==> config.mk <==
export PLATFORM = sky130hd
export DESIGN_NAME = btn_debouncer
export DESIGN_NICKNAME = d
export VERILOG_FILES = /design/src/rtl/btn_debouncer.sv
export SDC_FILE = /design/constraint.sdc
export NUM_CORES = 1
export LEC_CHECK = 0
export CORE_UTILIZATION = 30
export CTS_CLUSTER_SIZE = 14
export DETAILED_ROUTE_END_ITERATION = 6
export SYNTH_ARGS = -nofsm -noshare
export SYNTH_HDL_FRONTEND = slang
export SYNTH_SLANG_ARGS = --single-unit
==> constraint.sdc <==
create_clock -name sysclk -period 1.75 [get_ports sysclk]
set_clock_uncertainty 0.1 [all_clocks]
set_input_delay 0.175 -clock sysclk [delete_from_list [all_inputs] [get_ports sysclk]]
set_output_delay 0.175 -clock sysclk [all_outputs]
set_load 0.005 [all_outputs]
==> src/rtl/btn_debouncer.sv <==
// Push-button debouncer: synchronises an asynchronous button level, qualifies it
// over STABLE_CYCLES consecutive cycles and emits registered press/release strobes.
module btn_debouncer #(
    parameter int unsigned STABLE_CYCLES = 25000,
    parameter int unsigned SYNC_STAGES   = 2
) (
    input  logic sysclk,
    input  logic rst_n,
    input  logic btn,
    output logic btn_deb,
    output logic btn_press,
    output logic btn_release
);

    localparam int unsigned CNT_W = $clog2(STABLE_CYCLES + 1);
    localparam logic [CNT_W-1:0] CNT_MAX  = CNT_W'(STABLE_CYCLES - 1);
    localparam logic [CNT_W-1:0] CNT_ZERO = CNT_W'(0);
    localparam logic [CNT_W-1:0] CNT_ONE  = CNT_W'(1);

    logic [SYNC_STAGES-1:0] sync_r;
    logic                   btn_s;
    logic [CNT_W-1:0]       cnt_r;
    logic [CNT_W-1:0]       cnt_nxt_s;
    logic                   deb_r;
    logic                   deb_nxt_s;
    logic                   press_r;
    logic                   press_nxt_s;
    logic                   release_r;
    logic                   release_nxt_s;

    // Metastability chain; only the last stage is used downstream
    always_ff @(posedge sysclk or negedge rst_n) begin
        if (!rst_n) begin
            sync_r <= {SYNC_STAGES{1'b0}};
        end else begin
            sync_r <= {sync_r[SYNC_STAGES-2:0], btn};
        end
    end

    assign btn_s = sync_r[SYNC_STAGES-1];

    // Qualification counter and next debounced level / strobes
    always_comb begin
        cnt_nxt_s     = CNT_ZERO;
        deb_nxt_s     = deb_r;
        press_nxt_s   = 1'b0;
        release_nxt_s = 1'b0;
        if (btn_s == deb_r) begin
            cnt_nxt_s = CNT_ZERO;
        end else if (cnt_r < CNT_MAX) begin
            cnt_nxt_s = cnt_r + CNT_ONE;
        end else begin
            // Also recovers from an out-of-range count by forcing the toggle
            cnt_nxt_s     = CNT_ZERO;
            deb_nxt_s     = btn_s;
            press_nxt_s   = btn_s;
            release_nxt_s = ~btn_s;
        end
    end

    // State and output registers
    always_ff @(posedge sysclk or negedge rst_n) begin
        if (!rst_n) begin
            cnt_r     <= CNT_ZERO;
            deb_r     <= 1'b0;
            press_r   <= 1'b0;
            release_r <= 1'b0;
        end else begin
            cnt_r     <= cnt_nxt_s;
            deb_r     <= deb_nxt_s;
            press_r   <= press_nxt_s;
            release_r <= release_nxt_s;
        end
    end

    assign btn_deb     = deb_r;
    assign btn_press   = press_r;
    assign btn_release = release_r;

endmodule

==> impl_metrics.env <==
export IMPL_htree_levels=1
export IMPL_ff2ff_path_depth=4
export IMPL_met3_length_um=33
export IMPL_setup_tns_ps=0
export IMPL_endpoint_kind="flop"
export IMPL_path_class="reg2reg"
export IMPL_clock_sinks=20
export IMPL_p_leak_nw=0.4314
export IMPL_met2_length_um=660
export IMPL_drt_initial_drc_count=23
export IMPL_synth_top_cell_area_share_pct=56.10
export IMPL_synth_edf_count=0
export IMPL_synth_nets=89
export IMPL_r2r_start="cnt_r[12]"
export IMPL_reg2reg_setup_slack_ps=140
export IMPL_die_w_um=56.53
export IMPL_postCtsSetupBuffers=0
export IMPL_finalHoldViolCount=0
export IMPL_seq_area_frac_synth_pct=56.10
export IMPL_grt_pass1_wl_um=2635
export IMPL_fmax_mhz=620.9
export IMPL_place_area_um2=1010
export IMPL_regToRegEndpoint="cnt_r[9]"
export IMPL_ys_seq_elements=20
export IMPL_grt_setup_unrepaired="false"
export IMPL_setup_viol=0
export IMPL_antenna_found_initial=0
export IMPL_initial_core_util_pct=32.07
export IMPL_avgViaCountPerCell=4.705
export IMPL_row_count=19
export IMPL_grt_pass1_vias=606
export IMPL_syn_instance_count=85
export IMPL_io_pins=6
export IMPL_wirelength_um=1479
export IMPL_antennaDiodeCount=0
export IMPL_port_buffers=5
export IMPL_cp_arrival_ps=1740
export IMPL_cts_tree="yes"
export IMPL_netlist_top_cells_count="20 x dfrtp_1, 20 x nor2_1, 10 x xnor2_1, 6 x nand2_1, 5 x nor3_1"
export IMPL_die_area_um2=3196
export IMPL_fin_crit_sh_pct=92.03
export IMPL_cts_buffer_depth=2
export IMPL_yosysUniqueCellTypes=20
export IMPL_path_clk_slew_ps=120
export IMPL_syn_cell_area_um2=892.1
export IMPL_gp_congestion=0.7740
export IMPL_synth_avg_cell_area_um2=10.50
export IMPL_track_usage_pct=10.54
export IMPL_fp_dieH_um=56.53
export IMPL_coreArea_um2=2781
export IMPL_fin_crit_ps=1611
export IMPL_hold_ws_ps=95.43
export IMPL_synthTopCellsByArea="dfrtp_1 56%, xnor2_1 9.8%, nor2_1 8.4%, xor2_1 2.9%, nor3_1 2.8%"
export IMPL_gr_total_overflow=0
export IMPL_async_flop_share_pct=100.0
export IMPL_worstSkewPairLatency_ps=300
export IMPL_drive_gt1_share_pct=14.29
export IMPL_cp_max_fo=14
export IMPL_seq_area_um2=500.5
export IMPL_cap_viol_max_count=0
export IMPL_drcViolationCount=0
export IMPL_top_layer_used="met4"
export IMPL_drt_met1_wl_um=778
export IMPL_via_count=607
export IMPL_slew_headroom_pct=78.58
export IMPL_post_dp_hpwl_um=1096
export IMPL_ir_drop_mv=0.5234
export IMPL_p_per_area_nw_per_um2=832.1
export IMPL_nFillCells=258
export IMPL_cts_buffers=3
export IMPL_multi_input_area_um2=370.4
export IMPL_crit_path_start_kind="flop"
export IMPL_synth_top_area_cell="dfrtp_1"
export IMPL_drtPass1Iterations=4
export IMPL_nets=103
export IMPL_clockRootBuffer="clkbuf_4"
export IMPL_final_area_um2=1065
export IMPL_ant_nets=0
export IMPL_syn_to_final_growth_pct=19.35
export IMPL_synth_top_flop_cell="dfrtp_1"
export IMPL_min_path_type="in2async"
export IMPL_slew_violations=0
export IMPL_worstMarginPinSlew_ps=320.7
export IMPL_wl_per_cell_um=11.47
export IMPL_yosysWarnings=0
export IMPL_grt_max_degree=21
export IMPL_worstPathRequired_ps=1880
export IMPL_status="finished, final reports clean"
[metal layers]
metal  vias to the layer above  global-route usage [%]
li1                        309                       -
met1                       289                   15.95
met2                         7                   14.96
met3                         2                   1.613
met4                         0                   4.181
met5                         -                       0
[where the power goes]
part | internal, W | total (W) | switching (W)
clock | 0.000231 | 0.000374 | 0.000143
combinational | 0.0000153 | 0.0000353 | 0.0000200
sequential | 0.000470 | 0.000476 | 0.00000640
[worst max-delay path: stages (launching register included)]
cell and delay (ps):
dfrtp_1 420, nor4_1 300, nor2_1 90, or3b_4 490, nor2_1 150
[stage by stage]
stage | util, % | instances | setup WS (ps) | total power [W]
after global placement | 36.30 | 125 | 24.80 | 0.0005195
after CTS | 38.28 | 129 | 108.7 | 0.0008981
final | 38.28 | 129 | 139.5 | 0.0008860
after floorplan | - | 85 | 161.7 | 0.0005015
after global routing | 38.28 | 129 | 47.70 | 0.0009217
after detailed placement | 36.30 | 125 | -6.078 | 0.0005206
[kinds of logic (layout without fill, tap and decap cells)]
family / Yosys count / count (layout) / share of synthesized area, %
buffers and inverters: 4 / 17 / 2.664
AOI/OAI and AO/OA: 2 / 2 / 2.243
xor gates and xnor gates: 13 / 13 / 12.76
and+or+nand+nor: 44 / 44 / 23.56
adders and majority gates: 1 / 1 / 1.402
DFF: 20 / 20 / 56.10
muxes: 1 / 1 / 1.262
[state kept, by name, summed over array words and instances, names as in the netlist]
register     flops
cnt_r           15
btn_press        1
sync_r           2
btn_release      1
btn_deb          1
[layout by cell type (no fill, tap or decap), types with 2 or more instances in the layout]
cell type        instances
nor2_1                  20
dfrtp_1                 20
xnor2_1                 10
nand2_1                  6
buf_4                    6
nor3_1                   5
clkdlybuf4s50_1          5
nor4_1                   4
xor2_1                   3
clkbuf_4                 3
nand4_1                  2
inv_1                    2
nand3_1                  2
nor3b_1                  2
[what timing repair did]
| item | CTS | global route |
|---|---|---|
| hold buffers | 0 | 0 |
| gates resized for setup | 1 | 0 |
| endpoints found under the setup margin | 9 | 0 |
[final cells by class]
class | instances | area share, %
Timing Repair Buffer | 11 | 8.931
Tap cell | 31 | 3.643
Clock buffer | 3 | 2.115
Clock inverter | 1 | 2.820
Multi-Input combinational cell | 61 | 34.78
Sequential cell | 20 | 47.00
Inverter | 2 | 0.7051
[worst max-delay path by stage]
stage,from,end,slack (ps),depth (start not counted)
3_5_place_dp,cnt_r[12],cnt_r[9],-6,4
2_1_floorplan,cnt_r[12],cnt_r[12],160,6
3_3_place_gp,cnt_r[12],cnt_r[9],20,4
6_report,cnt_r[12],cnt_r[9],140,4
5_1_grt,cnt_r[12],cnt_r[3],50,4
4_1_cts,cnt_r[12],cnt_r[9],110,4
No activity file was read; power rests on OpenSTA's default activity.
